**src/rtl/mem_ctrl_pkg.sv**
```systemverilog
// rtl/mem_ctrl_pkg.sv - shared types and defaults for the memory access controller
package mem_ctrl_pkg;

    // Access sequencer states
    typedef enum logic [1:0] {
        IDLE    = 2'd0,
        SETUP   = 2'd1,
        ACCESS  = 2'd2,
        RELEASE = 2'd3
    } state_t;

    // Cycles allowed in ACCESS+RELEASE before the access is abandoned
    localparam int DEFAULT_TIMEOUT = 15;

endpackage

```
**src/rtl/mem_ctrl.sv**
```systemverilog
// rtl/mem_ctrl.sv - single-request RAM access sequencer with MFC watchdog
module mem_ctrl
    import mem_ctrl_pkg::*;
#(
    parameter int AW      = 8,
    parameter int DW      = 8,
    parameter int TIMEOUT = DEFAULT_TIMEOUT
) (
    input  logic          CLK,
    input  logic          RST_N,
    input  logic          req,
    input  logic          wr,
    input  logic [AW-1:0] addr,
    input  logic [DW-1:0] wdata,
    output logic          busy,
    output logic          done,
    output logic [DW-1:0] rdata,
    output logic          err,
    output logic [AW-1:0] mem_mar,
    output logic          mem_enable,
    output logic          mem_rnw,
    output logic [DW-1:0] mem_bus,
    input  logic          mem_mfc,
    input  logic [DW-1:0] mem_mbr
);

    // Watchdog holds 0..TIMEOUT-1; the edge seen with the last value is the TIMEOUT-th counted edge
    localparam int              WDW     = $clog2(TIMEOUT + 1);
    localparam logic [WDW-1:0]  WD_LAST = WDW'(TIMEOUT - 1);

    state_t         state;
    logic [WDW-1:0] wdog;

    // Sequencer: accept, setup, enable until MFC, wait MFC release, with watchdog abort
    always_ff @(posedge CLK or negedge RST_N) begin
        if (!RST_N) begin
            state      <= IDLE;
            wdog       <= '0;
            busy       <= 1'b0;
            done       <= 1'b0;
            err        <= 1'b0;
            rdata      <= '0;
            mem_mar    <= '0;
            mem_bus    <= '0;
            mem_rnw    <= 1'b1;
            mem_enable <= 1'b0;
        end else begin
            done <= 1'b0;
            case (state)
                IDLE: begin
                    if (req) begin
                        mem_mar <= addr;
                        mem_bus <= wdata;
                        mem_rnw <= ~wr;
                        busy    <= 1'b1;
                        err     <= 1'b0;
                        wdog    <= '0;
                        state   <= SETUP;
                    end
                end
                SETUP: begin
                    // Address and rnw have been stable for a full cycle before enable rises
                    mem_enable <= 1'b1;
                    state      <= ACCESS;
                end
                ACCESS: begin
                    if (wdog == WD_LAST) begin
                        mem_enable <= 1'b0;
                        err        <= 1'b1;
                        done       <= 1'b1;
                        busy       <= 1'b0;
                        state      <= IDLE;
                    end else begin
                        wdog <= wdog + 1'b1;
                        if (mem_mfc) begin
                            if (mem_rnw) begin
                                rdata <= mem_mbr;
                            end
                            mem_enable <= 1'b0;
                            state      <= RELEASE;
                        end
                    end
                end
                RELEASE: begin
                    if (wdog == WD_LAST) begin
                        mem_enable <= 1'b0;
                        err        <= 1'b1;
                        done       <= 1'b1;
                        busy       <= 1'b0;
                        state      <= IDLE;
                    end else begin
                        wdog <= wdog + 1'b1;
                        if (!mem_mfc) begin
                            done  <= 1'b1;
                            busy  <= 1'b0;
                            state <= IDLE;
                        end
                    end
                end
                default: begin
                    state <= IDLE;
                end
            endcase
        end
    end

endmodule
```
**config.mk**
```make
export PLATFORM = sky130hd
export DESIGN_NAME = mem_ctrl
export DESIGN_NICKNAME = d
export VERILOG_FILES = /design/src/rtl/mem_ctrl_pkg.sv /design/src/rtl/mem_ctrl.sv
export SDC_FILE = /design/constraint.sdc
export NUM_CORES = 1
export LEC_CHECK = 0
export BUFFER_PORTS_ARGS = -buffer_cell sky130_fd_sc_hd__buf_2
export CORE_MARGIN = 2
export CORE_UTILIZATION = 50
export CTS_CLUSTER_DIAMETER = 200
export DETAILED_ROUTE_END_ITERATION = 8
export GPL_TIMING_DRIVEN = 0
export PLACE_DENSITY_LB_ADDON = 0.05
export SLEW_MARGIN = 30
export SYNTH_ARGS = -nofsm -noshare
export SYNTH_HDL_FRONTEND = slang
export SYNTH_SLANG_ARGS = --single-unit
```
**constraint.sdc**
```tcl
create_clock -name CLK -period 5.2 [get_ports CLK]
set_input_delay 0.26 -clock CLK [delete_from_list [all_inputs] [get_ports CLK]]
set_output_delay 0.26 -clock CLK [all_outputs]
set_load 0.02 [all_outputs]
```
* Word-level counts from Yosys, hierarchy flattened
Index checks and enable logic that the tools add are counted.
Word-level totals: memories kept 0, register bits 35, input bits 29, word-level logic and storage cells 60, memory bits (read-only) 0, bits in latches 0, RAM bits 0
Cells by class: $lt $le $gt $ge 0, mux-type cells 24, reduce and logical (&&, ||, !) cells 12, divide/modulo/power cells 0, bitwise logic cells 2, $add $sub $neg 1, equal/unequal tests 11, $mul 0, shift operators 0
Operators with widths (number):
- 3-bit AND reduction | 4
- 1-bit 2-to-1 mux | 11
- 2-bit 2-to-1 mux | 5
- 4-bit 2-to-1 mux | 2
- 2-bit inequality test, second input constant | 4
- 2-bit case mux with 4 select lines | 1
- 4-bit case mux with 2 select lines | 1
- 4-bit AND reduction | 2
- 3-bit inequality test, second input constant | 2
- 1-bit case mux with 3 select lines | 2
- 3-bit nonzero test | 2
- 4-bit by 1-bit adder with 4-bit output, second input constant | 1
- 2-bit equality test, second input constant | 2
- 4-bit equality test, second input constant | 1
- 1-bit case mux with 2 select lines | 2
- 2-bit by 1-bit equality test with 1-bit output, second input constant | 1
- 2-bit zero test | 1
- 2-bit by 1-bit inequality test with 1-bit output, second input constant | 1
- 1-bit inverter | 2
- 2-bit AND reduction | 1
- 2-bit nonzero test | 1
- 2-bit OR reduction | 1

* Longest topological paths before layout
depth in word-level cells 4, mapped depth 5

* Least setup slack after synthesis
OpenSTA, ideal clock, no wires.
kind register to register, start point reg wdog[0], end point reg rdata[0], data required time 5.075 ns, setup slack 3.436 ns, cell stages (with the launch flop) 6, path buffers 0, arrival 1.639 ns, path through dfrtp_1 inv_1 ha_1 and3_4 nor4b_4 mux2_2
On the way: longest elaborated chain between the ends 3
RTL lines:
- start, declared | line mem_ctrl.sv:32 | logic [WDW-1:0] wdog;
- start signal, assigned | line mem_ctrl.sv:74 | wdog <= wdog + 1'b1;
- start signal, assigned | line mem_ctrl.sv:92 | wdog <= wdog + 1'b1;
- 4-bit equality test | line mem_ctrl.sv:67 | if (wdog == WD_LAST) begin
- 1-bit inverter (no line)
- 4-bit AND reduction (no line)
- end signal, assigned | line mem_ctrl.sv:77 | rdata <= mem_mbr;
- end, declared | line mem_ctrl.sv:17 | output logic [DW-1:0] rdata,
Every way passes these cells. A chain may end at the register's enable or synchronous reset.

* Worst setup path in the final report
start point reg wdog[0], end point reg rdata[4]
The elaborated chain is that of the path after synthesis.

==> results.json <==
{
  "yosysSeqAreaShare_pct": 62.20,
  "whs_path_depth": 2,
  "num_rows": 19,
  "switching_share_pct": 42.07,
  "globalplace.congestion": 0.7342,
  "finalSetupTns_ns": 0,
  "p_per_area_nw_per_um2": 616.2,
  "yosysMostFrequentCell": "nand2_1",
  "synth_area_um2": 1410,
  "drive_gt1_share_pct": 38.69,
  "antenna_found_initial": 0,
  "rr_worst_depth": 5,
  "worst-path-buf-inv": 1,
  "final_area_um2": 1794,
  "yosysTopAreaCell": "dfrtp_1",
  "core_um2": 2710,
  "ys.flop_type": "dfrtp_1",
  "io_buffers": 57,
  "fin_crit_ns": 1.926,
  "path_class": "register to register",
  "yosysWarnings": 0,
  "async_flop_share_pct": 100.0,
  "clkTransAtPathRegs_ns": 0.10,
  "reg2reg_to": "rdata[4]",
  "fin_nets": 229,
  "synthTopCellsByCount": "nand2_1 (55), dfrtp_1 (34), mux2_2 (8)",
  "fin_crit_sh_pct": 37.04,
  "clock_sinks": 35,
  "dp_hpwl_mm": 2.203,
  "antenna_cells": 0,
  "drt_wl_total_mm": 2.956,
  "htreeDepth": 2,
  "cts_buffer_depth": 2,
  "drv_cap": 0,
  "grt_start_max_net_pins": 36,
  "holdWs_ns": 0.08290,
  "grt_pass1_vias": 1144,
  "p_leak_nw": 0.9876,
  "clk_latency_ns": 0.33,
  "crit_start": "wdog[0]",
  "hp-class": "input pin to register",
  "rsz0062_at_grt": "false",
  "finalPower_w": 0.001106,
  "overflow": 0,
  "cp_slowest_stage_delay_ns": 0.54,
  "required_ns": 5.43,
  "startpoint_type": "register",
  "crit_family": "simple AND/OR/NAND/NOR gates",
  "syn2layout_area_growth_pct": 27.24,
  "r2r_setup_slack_ns": 3.27,
  "die_w_um": 57.11,
  "internal_power_w": 0.0006405,
  "crit_slowest_cell": "nor4b_4",
  "cts-root-buf": "clkbuf_4",
  "p_sw_w": 0.0004651,
  "ys_ff_latch": 35,
  "finalHoldViolCount": 0,
  "remaining_drc_errors": 0,
  "ant_nets": 0,
  "dr.pass1.iters": 4,
  "syn_area_per_cell_um2": 10.60,
  "dpl_cell_area_um2": 1734,
  "synthesis.nets": 164,
  "worstSetupEndpointType": "register",
  "synthDistinctLibCells": 23,
  "ios": 58,
  "die_h_um": 57.11,
  "min_from": "wr",
  "drv_slew": 0,
  "ir_drop_v": 0.0004425,
  "worstPathArrival_ns": 2.15,
  "synth_area_leaders": "dfrtp_1 (60%), nand2_1 (15%), mux2_2 (6.4%), dfstp_2 (1.9%), a21oi_1 (1.8%)",
  "syn-instance-count": 133,
  "synth_edf_count": 0,
  "sequentialPowerShare_pct": 44.0,
  "relSlewSlack_pct": 48.47,
  "grt_usage_pct": 20.94,
  "cts_tree": "built",
  "power.clock.fraction_pct": 12.3,
  "die_area_um2": 3261,
  "outcome": "finished, final reports clean",
  "postLayoutCoreUtil_pct": 66.21,
  "max_freq_mhz": 519.1,
  "vias_per_cell": 5.035,
  "drt_first_iter_violations": 32,
  "clock-skew-final_ns": 0.01029,
  "setup_viol": 0,
  "wl_per_cell_um": 12.85,
  "rr_startpoint": "wdog[0]",
  "cp_max_fo": 8,
  "synth_top_area_share_pct": 60.34,
  "start_util_pct": 52.03,
  "cts_resized": 0,
  "combPwrFrac_pct": 43.7,
  "tightestPinTransition_ns": 0.7729,
  "hold_path_end": "mem_rnw",
  "crit_chain": "inv_1, ha_1, and3_4, nor4b_4, mux2_2",
  "cts_inserted_buffers": 5,
  "grt_pass1_wl_mm": 5.188,
  "vias": 1158
}
-- through the flow --
stage,setup WS (ns),std cells
3_5_place_dp,3.235,221
4_1_cts,3.232,230
5_1_grt,3.124,230
6_report,3.274,230
3_3_place_gp,3.306,221
2_1_floorplan,3.436,133
-- power by group through the flow --
stage                     registers, W  clock network [W]  logic, W
after floorplan               0.000613                  0  0.000191
after global placement        0.000479                  0  0.000473
after detailed placement      0.000492                  0  0.000491
after CTS                     0.000487           0.000140  0.000491
after global routing          0.000504           0.000150  0.000541
final                         0.000486           0.000136  0.000484
-- layout make-up --
cell class                      instances  area, µm²
Inverter                                3      11.26
Fill cell                             229      915.9
Clock inverter                          1      5.005
Timing Repair Buffer                   58      295.3
Tap cell                               31      38.79
Buffer                                  5      20.02
Multi-Input combinational cell         90      501.7
Clock buffer                            7      45.04
Sequential cell                        35      877.1
-- cell usage in the layout (no fill, tap or decap), drive strengths merged --
cell type | Yosys | routed
nor3b | 1 | 1
mux2i | 2 | 2
a21oi | 5 | 5
mux2 | 8 | 8
nor2 | 2 | 2
clkbuf | 4 | 11
nand3 | 3 | 3
o211ai | 1 | 1
inv | 3 | 3
and2 | 1 | 1
nand4 | 1 | 1
o21ai | 3 | 3
and3 | 1 | 1
dfrtp | 34 | 34
nor4b | 1 | 1
o22ai | 1 | 1
clkinv | 0 | 1
ha | 2 | 2
buf | 1 | 58
nor3 | 1 | 1
or3b | 1 | 1
dfstp | 1 | 1
nand2 | 55 | 55
a22o | 1 | 1
dlygate4sd3 | 0 | 1
-- what timing repair did --
action | 4_1_cts | 5_1_grt
buffers inserted | 0 | 0
endpoints found under the hold margin | 18 | 0
hold buffers | 1 | 0
-- per-layer routing --
metal | share of wire [%] | global-route usage (%) | vias up
met5 | 0 | 0 | -
met4 | 1.5 | 5.980 | 0
met3 | 8.5 | 6.803 | 6
met2 | 47 | 33.66 | 47
met1 | 43 | 27.52 | 541
li1 | - | - | 564
-- cells by family (layout without fill, tap and decap cells) --
| logic type | after synthesis | after routing | synth area share, % |
|---|---|---|---|
| fa+ha+maj | 2 | 2 | 1.774 |
| buf+inv | 8 | 74 | 2.218 |
| flops | 35 | 35 | 62.20 |
| simple gates | 67 | 67 | 21.47 |
| mux | 10 | 10 | 7.809 |
| compound gates | 11 | 11 | 4.525 |
-- how the worst max path moves through the flow --
| stage | end | slack (ns) | cells after the start |
|---|---|---|---|
| finish | rdata[4] | 3.27 | 5 |
| global placement | rdata[3] | 3.31 | 5 |
| global route | rdata[5] | 3.12 | 5 |
| CTS | rdata[4] | 3.23 | 5 |
| detailed placement | rdata[4] | 3.23 | 5 |
| floorplan | rdata[0] | 3.44 | 5 |
-- flip-flops by register name (all words and copies together), names as in the netlist, 2 cells and up --
name     flops
state        2
rdata        8
mem_bus      8
mem_mar      8
wdog         4
(Power assumes the default switching activity.)
